**config.mk**
```make
export PLATFORM = sky130hd
export DESIGN_NAME = spi_slave_if
export DESIGN_NICKNAME = d
export VERILOG_FILES = /design/src/rtl/pwm_pkg.sv /design/src/rtl/sync_2ff.sv /design/src/rtl/spi_slave_if.sv
export SDC_FILE = /design/constraint.sdc
export NUM_CORES = 1
export LEC_CHECK = 0
export CAP_MARGIN = 20
export CORE_MARGIN = 4
export CORE_UTILIZATION = 55
export CTS_CLUSTER_SIZE = 8
export DETAILED_ROUTE_END_ITERATION = 8
export HOLD_SLACK_MARGIN = 0.03
export PLACE_DENSITY = 0.82
export SYNTH_ARGS = -nofsm -noshare
export SYNTH_HDL_FRONTEND = slang
export SYNTH_SLANG_ARGS = --single-unit
```
**constraint.sdc**
```tcl
create_clock -name clk -period 4.3 [get_ports clk]
set_input_delay 0.86 -clock clk [delete_from_list [all_inputs] [get_ports clk]]
set_output_delay 0.86 -clock clk [all_outputs]
set_load 0.05 [all_outputs]
```
**src/rtl/pwm_pkg.sv**
```systemverilog
// Shared constants for the PWM register path: SPI byte width, synchroniser
// depth default and SPI front-end state encoding.
package pwm_pkg;

  localparam int SPI_BYTE_W      = 8;
  localparam int SYNC_STAGES_DEF = 2;

  localparam logic SPI_IDLE   = 1'b0;
  localparam logic SPI_ACTIVE = 1'b1;

  typedef enum logic {
    ST_IDLE   = SPI_IDLE,
    ST_ACTIVE = SPI_ACTIVE
  } spi_state_e;

endpackage

```
**src/rtl/sync_2ff.sv**
```systemverilog
// Multi-flop synchroniser for one asynchronous input; the reset value lets the
// chain come out of reset at the signal's idle level so no false edge appears.
module sync_2ff #(
  parameter int   STAGES  = 2,
  parameter logic RST_VAL = 1'b0
) (
  input  logic clk,
  input  logic rst,
  input  logic d,
  output logic q
);

  logic [STAGES-1:0] chain;

  always_ff @(posedge clk or posedge rst) begin
    if (rst) begin
      chain <= {STAGES{RST_VAL}};
    end else begin
      chain <= {chain[STAGES-2:0], d};
    end
  end

  assign q = chain[STAGES-1];

endmodule

```
**src/rtl/spi_slave_if.sv**
```systemverilog
// SPI mode-0 slave front end: synchronises the pins, deserialises MOSI into
// bytes with a byte_sync pulse, and shifts the decoder's response out on MISO.
//
//   state     | meaning
//   ----------+---------------------------------------------------------
//   ST_IDLE   | cs_n synchronised high; sclk ignored, MISO parked low
//   ST_ACTIVE | cs_n synchronised low; bytes shifted in/out on sclk edges
module spi_slave_if
  import pwm_pkg::*;
#(
  parameter int SYNC_STAGES = SYNC_STAGES_DEF,
  parameter int DATA_W      = SPI_BYTE_W
) (
  input  logic              clk,
  input  logic              rst,
  input  logic              sclk,
  input  logic              cs_n,
  input  logic              mosi,
  output logic              miso,
  output logic              miso_oe,
  output logic              byte_sync,
  output logic [DATA_W-1:0] rx_byte,
  input  logic [DATA_W-1:0] tx_byte
);

  localparam int               CNT_W    = $clog2(DATA_W);
  localparam logic [CNT_W-1:0] CNT_LAST = CNT_W'(DATA_W - 1);

  logic sclk_s, cs_s, mosi_s;
  logic sclk_hist, cs_hist;
  logic sclk_rise, sclk_fall, cs_fall, cs_rise;

  spi_state_e        state;
  logic [CNT_W-1:0]  bit_cnt;
  logic [DATA_W-1:0] rx_shift;
  logic [DATA_W-1:0] tx_shift;
  logic [DATA_W-1:0] tx_next;

  sync_2ff #(.STAGES(SYNC_STAGES), .RST_VAL(1'b0)) u_sync_sclk (
    .clk (clk), .rst (rst), .d (sclk), .q (sclk_s)
  );

  sync_2ff #(.STAGES(SYNC_STAGES), .RST_VAL(1'b1)) u_sync_cs (
    .clk (clk), .rst (rst), .d (cs_n), .q (cs_s)
  );

  sync_2ff #(.STAGES(SYNC_STAGES), .RST_VAL(1'b0)) u_sync_mosi (
    .clk (clk), .rst (rst), .d (mosi), .q (mosi_s)
  );

  assign sclk_rise = sclk_s & ~sclk_hist;
  assign sclk_fall = ~sclk_s & sclk_hist;
  assign cs_fall   = ~cs_s & cs_hist;
  assign cs_rise   = cs_s & ~cs_hist;

  // Between bytes the shifter keeps following tx_byte so a decoder update made
  // after byte_sync still lands before the next byte's first rise.
  always_comb begin
    tx_next = tx_shift;
    if (state == ST_IDLE) begin
      tx_next = tx_byte;
    end else if (sclk_fall && (bit_cnt != '0)) begin
      tx_next = {tx_shift[DATA_W-2:0], 1'b0};
    end else if (!sclk_rise && (bit_cnt == '0)) begin
      tx_next = tx_byte;
    end
  end

  always_ff @(posedge clk or posedge rst) begin
    if (rst) begin
      sclk_hist <= 1'b0;
      cs_hist   <= 1'b1;
      state     <= ST_IDLE;
      bit_cnt   <= '0;
      rx_shift  <= '0;
      tx_shift  <= '0;
      rx_byte   <= '0;
      byte_sync <= 1'b0;
      miso      <= 1'b0;
      miso_oe   <= 1'b0;
    end else begin
      sclk_hist <= sclk_s;
      cs_hist   <= cs_s;
      byte_sync <= 1'b0;
      tx_shift  <= tx_next;
      case (state)
        ST_IDLE: begin
          bit_cnt <= '0;
          miso    <= 1'b0;
          miso_oe <= 1'b0;
          if (cs_fall) begin
            state   <= ST_ACTIVE;
            miso    <= tx_next[DATA_W-1];
            miso_oe <= 1'b1;
          end
        end
        ST_ACTIVE: begin
          miso    <= tx_next[DATA_W-1];
          miso_oe <= 1'b1;
          if (sclk_rise) begin
            rx_shift <= {rx_shift[DATA_W-2:0], mosi_s};
            bit_cnt  <= bit_cnt + 1'b1;
            if (bit_cnt == CNT_LAST) begin
              rx_byte   <= {rx_shift[DATA_W-2:0], mosi_s};
              byte_sync <= 1'b1;
            end
          end
          // A completing byte above still fires; a partial one is dropped.
          if (cs_rise) begin
            state   <= ST_IDLE;
            bit_cnt <= '0;
            miso    <= 1'b0;
            miso_oe <= 1'b0;
          end
        end
        default: state <= ST_IDLE;
      endcase
    end
  end

endmodule

```
# After elaboration in Yosys (flattened, before gate mapping)
# Cells that the tools add are included.
dict set report classes {
  addsub 1
  mul 0
  n_div 0
  n_lt_le_gt_ge 0
  n_eq_ne 3
  shifts 0
  n_mux 15
  bitwise 9
  reduce_logical 7
}
# operator count
set op_table {}
lappend op_table {{two-way mux 8 bit} 3}
lappend op_table {{two-way mux 1 bit} 7}
lappend op_table {{two-way mux 3 bit} 2}
lappend op_table {{one-hot mux 3 bit (2 select lines)} 1}
lappend op_table {{inverter 1 bit} 5}
lappend op_table {{AND 1 bit} 4}
lappend op_table {{one-hot mux 1 bit (2 select lines)} 2}
lappend op_table {{adder 3 x 1 -> 3 bit, second input constant} 1}
lappend op_table {{equality test 3 bit, second input constant} 1}
lappend op_table {{zero test 3 bit} 1}
lappend op_table {{inequality test 3 x 1 -> 1 bit, second input constant} 1}
lappend op_table {{inequality test 3 bit, second input constant} 1}
lappend op_table {{AND reduction 3 bit} 1}
lappend op_table {{nonzero test 3 bit} 1}
lappend op_table {{logical AND 1 bit} 2}
lappend op_table {{AND reduction 2 bit} 1}
lappend op_table {{zero test 1 bit} 1}
dict set report totals {
  ff_bits 37
  latch_bits 0
  ram_bits 0
  romBits 0
  inputBits 13
  elab_cells 48
  memories 0
}

# Logic depth before layout (Yosys ltp)
# Gate-level depths: netlist (run 1).
dict set report logic_depth {
  word_depth 9
  depth_mapped 7
}

# Hierarchy
# A second synthesis (run 1) with hierarchy kept.
dict set report unflattened {
  cells_unflattened 107
  hier_area_um2 1460.2
}
# module n_inst cells_per_inst area_per_inst_um2 seq_area_each_um2
set by_module_without_submodules {}
lappend by_module_without_submodules {spi_slave_if 1 98 1296.2 777.0}
lappend by_module_without_submodules {{sync_2ff (u_sync_mosi ...)} 2 3 53.8 50.0}
lappend by_module_without_submodules {{sync_2ff (u_sync_cs)} 1 3 56.3 52.6}

# Worst setup path before layout (run 1)
# Ideal clock, no wire load.
dict set report synth_timing {
  kind {input-to-reg}
  startpoint {in tx_byte[7]}
  endpoint {reg miso}
  arrival_time_ns 1.521
  required_ns 4.167
  slack_ns 2.645
  cell_stages 3
  path_cell_list {or3_1 -> a32oi_1 -> o32ai_1}
}
dict set report synth_between {
  elab_chain_len 5
  elab_cells_between_ends 6
  cone_classes {6 x mux}
}
# element line
set synth_rtl {}
lappend synth_rtl {{start, declared} spi_slave_if.sv:23} ;# input logic [DATA_W-1:0] tx_byte
lappend synth_rtl {{two-way mux 8 bit} spi_slave_if.sv:64} ;# end else if (!sclk_rise && (bit_cnt == '0)) begin
lappend synth_rtl {{two-way mux 8 bit} spi_slave_if.sv:62} ;# end else if (sclk_fall && (bit_cnt != '0)) begin
lappend synth_rtl {{two-way mux 8 bit *} spi_slave_if.sv:60} ;# if (state == ST_IDLE) begin
lappend synth_rtl {{two-way mux 1 bit, on equally long branches} {spi_slave_if.sv:109, spi_slave_if.sv:91}}
lappend synth_rtl {{one-hot mux 1 bit (2 select lines) *} spi_slave_if.sv:86} ;# case (state)
lappend synth_rtl {{end signal, assigned} spi_slave_if.sv:93} ;# miso <= tx_next[DATA_W-1];
lappend synth_rtl {{end signal, assigned} spi_slave_if.sv:98} ;# miso <= tx_next[DATA_W-1];
lappend synth_rtl {{end, declared} spi_slave_if.sv:19} ;# output logic miso,
# Mark *: on every way between the ends. The rest lies on a longest branch, timed or not. The select of a mux whose other input is x is not followed.
# A chain may end at the register's enable or synchronous reset.

==> results_dict.tcl, run 1 <==
set metrics [dict create \
    post-cts-setup-buffers 0 \
    ys_seq_area_frac 0.642 \
    start_util 0.580 \
    vias 867 \
    netlist-cell-type-count 25 \
    fillers 191 \
    finalHoldViolCount 0 \
    hp-class "flop to flop" \
    synth_area_um2 1450 \
    drc 0 \
    reg2reg_depth 6 \
    timing.rr.start "bit_cnt[0]" \
    synth_warnings 0 \
    slowest_delay_ps 840 \
    layout_commonest_cell "dfrtp_1" \
    place_congestion 0.829 \
    endpoint_kind "output pin" \
    drv_slew 0 \
    grt_pass1_wl_um 4160 \
    multi_input_comb_area_um2 478 \
    dp_hpwl_um 1690 \
    grt_max_degree 38 \
    cts-root-buf "clkbuf_4" \
    yosys_register_bits 37 \
    antenna_left 0 \
    synth.avg_cell_area_um2 13.9 \
    die-area_um2 3520 \
    slowest_stage "clkdlybuf4s50_1" \
    setup_viol 0 \
    worst_pin_slew_ps 501 \
    coreArea_um2 2500 \
    ir_drop_mv 0.389 \
    power_density_nw_per_um2 395 \
    clock_path_buffers 2 \
    worst_skew_pair.late_latency_ps 320 \
    io_buffer_count 23 \
    synthCells 104 \
    crit_start "state" \
    cp_top_family "buffers and inverters" \
    cp.depth 1 \
    finalNetCount 149 \
    clock_skew_ps 5.51 \
    path_class "flop to output pin" \
    final_cell_mix "dfrtp_1 (34), clkdlybuf4s50_1 (23), mux2_2 (15)" \
    avgViaCountPerCell 5.29 \
    seqCellArea_um2 930 \
    clock_sinks 37 \
    cts_tree "yes" \
    hold_buffers 0 \
    initialDrtViolationCount 46 \
    die_h_um 59.3 \
    min_path_cells 0 \
    r2r_end "tx_shift[4]" \
    total_power_mw 0.695 \
    grt_pass1_vias 896 \
    cap_violations 0 \
    max_freq_mhz 404 \
    die-width_um 59.3 \
    setup.worst_path.end "miso_oe" \
    overflow 0 \
    cp.required_ps 3440 \
    diodes 0 \
    relSlewSlack 0.665 \
    worstPathArrival_ps 1610 \
    crit_buf_inv 1 \
    r2r_slack_ps 2690 \
    routedWlPerCell_um 14.4 \
    rsz0062_at_grt "false" \
    num_io_pins 24 \
    area_growth_pct 21.5 \
    path_cells "clkdlybuf4s50_1" \
    cts_buffers 5 \
    clk_pin_slew_ps 100 \
    critPathMaxFanout 6 \
    cellLeakagePower_nw 0.862 \
    antenna_found_initial 0 \
    firstDrtPassIters 4 \
    status "finished clean" \
    wl_um 2360 \
    htreeDepth 2 \
    drive_above_1_share 0.216 \
    period_needed_ps 2470 \
    grt_usage 0.164 \
    fin_setup_tns_ps 0 \
    start_kind "flop" \
    num_rows 18 \
    cts_resized 0 \
    min_period_over_period 0.576 \
    syn_nets 120 \
]
==> metal layers <==
layer | vias up | GRT usage | routed length, um
met5 | - | 0 | 0
met4 | 0 | 0.0388 | 12
met3 | 2 | 0.0719 | 140
met2 | 31 | 0.239 | 1130
met1 | 418 | 0.226 | 1070
li1 | 416 | - | -
==> synthesized netlist by cell type <==
library cell / count / share of area
dfrtp_1: 34 / 0.59
mux2_2: 15 / 0.12
a21o_1: 7 / 0.036
inv_1: 7 / 0.018
a22o_1: 6 / 0.036
nor2_1: 5 / 0.013
nand2_1: 4 / 0.010
o21ai_0: 4 / 0.014
dfstp_2: 3 / 0.054
ha_1: 3 / 0.026
nand2b_1: 2 / 0.0086
a21oi_1: 1 / 0.0035
a32oi_1: 1 / 0.0060
and2_1: 1 / 0.0043
and2b_1: 1 / 0.0052
and3_1: 1 / 0.0043
buf_1: 1 / 0.0026
buf_6: 1 / 0.0078
mux2i_1: 1 / 0.0069
nand3_2: 1 / 0.0069
nor2b_4: 1 / 0.0095
o21ai_2: 1 / 0.0060
o32ai_1: 1 / 0.0060
or3_1: 1 / 0.0043
xnor2_1: 1 / 0.0060
==> state kept, by name, indices dropped and copies added (netlist names) <==
signal             count
bit_cnt                3
byte_sync              1
cs_hist                1
miso                   1
rx_byte                8
rx_shift               7
sclk_hist              1
state                  1
tx_shift               8
u_sync_cs.chain        2
u_sync_mosi.chain      2
u_sync_sclk.chain      2
==> worst register-to-register path, delay by kind of cell, from the launching register on <==
family	cells	cell delay [ps]
buffers and inverters	1	70
flip-flops	1	420
AO/OA/AOI/OAI	2	560
adder cells (fa/ha/maj)	1	150
AND/OR/NAND/NOR	2	310
==> logic make-up (layout without fill, tap and decap cells) <==
kind of cell | after synthesis | count (layout) | synth area share
AOI/OAI and AO/OA | 21 | 21 | 0.108
muxes | 16 | 16 | 0.123
buffers and inverters | 9 | 39 | 0.0285
DFF | 37 | 37 | 0.642
and+or+nand+nor | 17 | 17 | 0.0665
adders and majority gates | 3 | 3 | 0.0259
xor gates and xnor gates | 1 | 1 | 0.00605
==> worst min path at each step <==
stage,startpoint,end,slack [ps]
after floorplan,u_sync_mosi.chain[0],u_sync_mosi.chain[1],330
after global placement,u_sync_mosi.chain[0],u_sync_mosi.chain[1],330
after detailed placement,u_sync_sclk.chain[0],u_sync_sclk.chain[1],340
after CTS,u_sync_sclk.chain[0],u_sync_sclk.chain[1],360
after global routing,u_sync_cs.chain[0],u_sync_cs.chain[1],370
final,u_sync_sclk.chain[0],u_sync_sclk.chain[1],360
==> metrics by stage <==
step	hold slack, ps	instance area, um2	setup slack [ps]	instances	utilization
floorplan	331	1450	2610	104	-
global placement	335	1710	2200	156	0.684
detailed placement	337	1710	2140	156	0.684
CTS	361	1760	1800	164	0.704
global route	373	1760	1730	164	0.704
finish	358	1760	1830	164	0.704
==> power breakdown <==
part / total, mW / switching, mW / internal (mW)
sequential: 0.424 / 0.0281 / 0.395
clock: 0.165 / 0.103 / 0.0623
combinational: 0.106 / 0.0493 / 0.0565
total: 0.695 / 0.180 / 0.514
==> cell type report <==
class	count	share of cell area
Clock buffer	6	0.0235
Clock inverter	2	0.00569
Inverter	7	0.0149
Multi-Input combinational cell	58	0.271
Sequential cell	37	0.528
Tap cell	30	0.0213
Timing Repair Buffer	24	0.135
(Power assumes the default switching activity.)
==> inputs of run 2 (changes only) <==
--- a/config.mk
+++ b/config.mk
@@ -7,11 +7,11 @@
 export LEC_CHECK = 0
 export CAP_MARGIN = 20
 export CORE_MARGIN = 4
-export CORE_UTILIZATION = 55
+export CORE_UTILIZATION = 51
 export CTS_CLUSTER_SIZE = 8
 export DETAILED_ROUTE_END_ITERATION = 8
 export HOLD_SLACK_MARGIN = 0.03
-export PLACE_DENSITY = 0.82
+export PLACE_DENSITY = 0.77
 export SYNTH_ARGS = -nofsm -noshare
 export SYNTH_HDL_FRONTEND = slang
 export SYNTH_SLANG_ARGS = --single-unit
==> constraint.sdc (replaced) <==
create_clock -name clk -period 2.4 [get_ports clk]
set_input_delay 0.48 -clock clk [delete_from_list [all_inputs] [get_ports clk]]
set_output_delay 0.48 -clock clk [all_outputs]
set_load 0.05 [all_outputs]
==> run 2 against run 1 <==
Worst setup slack worse by 1600 ps. Sequential power up 81%. Cell count increased by 0.61%. Global-route usage grew 0.12 points. Routed wire length up 9.9%. Critical path type unchanged. First-iteration DRC count decreased by 41%. Register-to-register slack worse by 1900 ps. Largest power group unchanged. Final area hardly changed.
==> results_dict.tcl, run 2 (same netlist as run 1, synthesis figures left out) <==
set metrics [dict create \
    status "finished clean" \
    p_seq_frac 0.609 \
    r2r_end "tx_shift[5]" \
    die_h_um 61.3 \
    io_buffer_count 23 \
    overflow 0 \
    total_power_mw 1.26 \
    whs_endpoint "u_sync_sclk.chain[1]" \
    switching_share 0.267 \
    endpoint_kind "output pin" \
    clock_path_buffers 2 \
    reg_top3 "rx_byte x8, tx_shift x8, rx_shift x7" \
    power_switching_mw 0.335 \
    htreeDepth 2 \
    max_freq_mhz 469 \
    vias 885 \
    finalNetCount 149 \
    diodes 0 \
    slowest_stage "clkdlybuf4s50_1" \
    grt_pass1_wl_um 4330 \
    die-area_um2 3760 \
    avgViaCountPerCell 5.36 \
    cts_buffers 5 \
    initialDrtViolationCount 27 \
    drc 0 \
    fillers 226 \
    area_growth_pct 21.6 \
    clk_pin_slew_ps 100 \
    worstPathArrival_ps 1650 \
    antenna_found_initial 0 \
    drive_above_1_share 0.216 \
    wl_um 2590 \
    cellLeakagePower_nw 0.862 \
    cp_top_family "buffers and inverters" \
    slowest_delay_ps 850 \
    routedWlPerCell_um 15.7 \
    power_density_nw_per_um2 713 \
    worst_pin_slew_ps 504 \
    clock_sinks 37 \
    cap_violations 0 \
    grt_max_degree 38 \
    cts-root-buf "clkbuf_4" \
    cp.depth 1 \
    drv_slew 0 \
    coreArea_um2 2730 \
    place_inst 157 \
    placed_area_um2 1710 \
    stdcell_count 165 \
    place_congestion 0.772 \
    postLayoutCellArea_um2 1760 \
    start_kind "flop" \
    grt_usage 0.165 \
    cts_resized 0 \
    power.internal_mw 0.921 \
    min_period_over_period 0.889 \
    power_frac_clock 0.239 \
    die-width_um 61.3 \
    cp.required_ps 1920 \
    clock_skew_ps 7.93 \
    hp-class "flop to flop" \
    final_cell_mix "dfrtp_1 (34), clkdlybuf4s50_1 (23), mux2_2 (15)" \
    dp_hpwl_um 1790 \
    path_cells "clkdlybuf4s50_1" \
    start_util 0.530 \
    timing.rr.start "bit_cnt[0]" \
    firstDrtPassIters 4 \
    min_path_cells 0 \
    post-cts-setup-buffers 0 \
    min-delay-start "u_sync_sclk.chain[0]" \
    crit_buf_inv 1 \
    path_class "flop to output pin" \
    critPathMaxFanout 6 \
    reg2reg_depth 6 \
    ir_drop_mv 0.550 \
    layout_commonest_cell "dfrtp_1" \
    worst_skew_pair.late_latency_ps 330 \
    finalHoldViolCount 0 \
    num_rows 19 \
    period_needed_ps 2130 \
    setup_viol 0 \
    comb_power_share 0.151 \
    fin_setup_tns_ps 0 \
    grt_pass1_vias 961 \
    rsz0062_at_grt "false" \
    num_io_pins 24 \
    hold_buffers 0 \
    r2r_slack_ps 810 \
    relSlewSlack 0.663 \
    cts_tree "yes" \
    antenna_left 0 \
    finish.utilization 0.644 \
]
-- run 2: metal layers --
metal / up-vias / track usage / part of all wire
li1: 418 / - / -
met1: 439 / 0.189 / 0.43
met2: 23 / 0.270 / 0.50
met3: 5 / 0.0608 / 0.054
met4: 0 / 0.0836 / 0.018
met5: - / 0 / 0
-- run 2: cell type report --
| type | count | area (um2) | share of cell area |
|---|---|---|---|
| clock inverter | 2 | 10.0 | 0.00568 |
| multi-input combinational | 58 | 478 | 0.271 |
| tap | 31 | 38.8 | 0.0220 |
| sequential | 37 | 930 | 0.528 |
| clock buffer | 6 | 41.3 | 0.0234 |
| inverter | 7 | 26.3 | 0.0149 |
| timing repair buffer | 24 | 238 | 0.135 |
-- run 2: worst max path at each step --
stage / from / end / slack (ps)
2_1_floorplan: state / rx_shift[0] / 980
3_3_place_gp: state / miso_oe / 670
3_5_place_dp: tx_byte[7] / miso / 610
4_1_cts: state / miso_oe / 250
5_1_grt: state / miso_oe / 190
6_report: state / miso_oe / 270
-- run 2: through the flow --
step	setup WS (ps)	hold slack, ps
after floorplan	976	331
after global placement	674	333
after global routing	187	366
after detailed placement	611	338
final	268	360
after CTS	253	361
-- run 2: power groups by stage --
stage	Sequential [mW]	Combinational [mW]	Clock, mW
2_1_floorplan	0.774	0.123	0
3_3_place_gp	0.771	0.183	0
3_5_place_dp	0.779	0.191	0
4_1_cts	0.768	0.194	0.312
5_1_grt	0.777	0.210	0.342
6_report	0.766	0.190	0.301
==> RTL edit (settings of run 1) <==
Take the reset off `tx_shift` and load it in a clocked block of its own.
--- a/src/rtl/spi_slave_if.sv
+++ b/src/rtl/spi_slave_if.sv
@@ -74,5 +74,4 @@
       bit_cnt   <= '0;
       rx_shift  <= '0;
-      tx_shift  <= '0;
       rx_byte   <= '0;
       byte_sync <= 1'b0;
@@ -83,5 +82,4 @@
       cs_hist   <= cs_s;
       byte_sync <= 1'b0;
-      tx_shift  <= tx_next;
       case (state)
         ST_IDLE: begin
@@ -119,4 +117,8 @@
   end
 
+  always_ff @(posedge clk) begin
+    tx_shift <= tx_next;
+  end
+
 endmodule
 
Function: no difference found for any inputs over 10 cycles, from zero or initial values and one cycle with rst high; that may be too few to reach the edited logic, so the function may still have changed.
==> RTL edit against run 1 <==
  * Via count decreased by 4.2%
  * Wire length increased by 5.1%
  * Total power increased by 3.3%
  * Clock power increased by 9.7%
  * Setup slack improved by 0.015 ns
  * First-iteration DRC count decreased by 85%
  * Highest routed layer unchanged
  * Synthesized area decreased by 1.7%
  * Global-route usage increased by 0.83 points
  * Sequential cell count unchanged
  * Synthesized cell count decreased by 7.7%
  * Final area increased by 0.14%
==> RTL edit: results <==
[placement]
dp.cells = 147
finalWeightedCongestion = 0.714
detailed_place_hpwl_mm = 1.77

[worst_setup_path]
worst_reg2reg_endpoint = tx_shift[3]

[synth]
synthDistinctLibCells = 28
yosys-top-cells-count = 26 x sky130_fd_sc_hd__dfrtp_1, 15 x sky130_fd_sc_hd__mux2_2, 7 x sky130_fd_sc_hd__edfxtp_1, 7 x sky130_fd_sc_hd__inv_1, 6 x sky130_fd_sc_hd__a22o_1
yosys.area_share.xor_xnor_pct = 0.615
ys_seq_area_share_pct = 67.4
netlist_top_cells_area = sky130_fd_sc_hd__dfrtp_1 46%, sky130_fd_sc_hd__edfxtp_1 15%, sky130_fd_sc_hd__mux2_2 12%
post_syn_nets = 112
synth-adder-area-share_pct = 2.64

[pwr]
power_leakage_nw = 0.807
worst_ir_drop_vdd_uv = 318

[hold_path]
min_delay_worst_endpoint = u_sync_cs.chain[1]
hp-start = u_sync_cs.chain[0]

[routing]
routed_wl_mm = 2.48
routed-via-count = 831
firstDrtPassIters = 3

[clock_network]
clock_insertion_delay_worst_skew_ns = 0.34

[grt]
grtUsageMet2_pct = 30.8
grt_use_total_pct = 17.2
first_global_vias = 912

[timing]
worst-slew-pin-transition_ns = 0.553
clock-skew-final_ns = 0.0112

[layout]
drive_above_1_share_pct = 22.2
nNetsFinal = 141

[outcome]
run_status = finished clean
-- RTL edit: changes by cell type after synthesis --
cell	change
sky130_fd_sc_hd__dfrtp_1	-8
sky130_fd_sc_hd__o21ai_0	-1
sky130_fd_sc_hd__nand2b_1	-1
sky130_fd_sc_hd__or2_2	+1
sky130_fd_sc_hd__nand2_1	-1
sky130_fd_sc_hd__dfxtp_1	+1
sky130_fd_sc_hd__nor2_1	-1
sky130_fd_sc_hd__a21o_1	-6
sky130_fd_sc_hd__o21ai_1	+1
sky130_fd_sc_hd__edfxtp_1	+7
sky130_fd_sc_hd__o21ai_2	-1
sky130_fd_sc_hd__and2_1	+1
-- RTL edit: layout make-up --
class,instances,area (um^2)
Timing Repair Buffer,24,258
Sequential cell,37,960
Inverter,7,26.3
Tap cell,30,37.5
Multi-Input combinational cell,50,423
Clock buffer,8,58.8
Fill cell,191,714
-- RTL edit: worst max-delay path by stage --
stage,slack (ns),end,cells after the start,startpoint
after global placement,2.20,rx_byte[0],2,rst
after CTS,1.82,miso_oe,1,state
after global routing,1.79,miso_oe,1,state
after detailed placement,2.16,u_sync_mosi.chain[0],2,rst
after floorplan,2.65,miso,3,tx_byte[7]
final,1.84,miso_oe,1,state
-- RTL edit: power breakdown --
group	total (mW)	internal, mW	leakage [nW]	switching (mW)
clock network	0.181	0.0806	0.0326	0.101
logic	0.0985	0.0531	0.325	0.0454
registers	0.437	0.409	0.450	0.0286
-- RTL edit: kinds of logic after synthesis --
logic type               Yosys count
AO/OA/AOI/OAI                     14
XOR/XNOR                           1
adder cells (fa/ha/maj)            3
buffers and inverters              9
flip-flops                        37
multiplexers                      16
AND/OR/NAND/NOR                   16
-- RTL edit: routing by layer --
metal / share of wire [%] / up-vias / routed length, um
met1: 38 / 409 / 950
met3: 5.5 / 6 / 136
met5: 0 / - / 0
met4: 2.0 / 0 / 50
li1: - / 398 / -
met2: 54 / 18 / 1340
-- RTL edit: per-stage QoR --
step	setup slack [ns]	hold WS, ns	power, mW	util (%)
floorplan	2.65	0.331	0.504	-
global placement	2.20	0.338	0.534	67.7
detailed placement	2.16	0.336	0.541	67.7
CTS	1.82	0.363	0.724	70.1
global route	1.79	0.373	0.761	71.2
finish	1.84	0.361	0.717	71.2
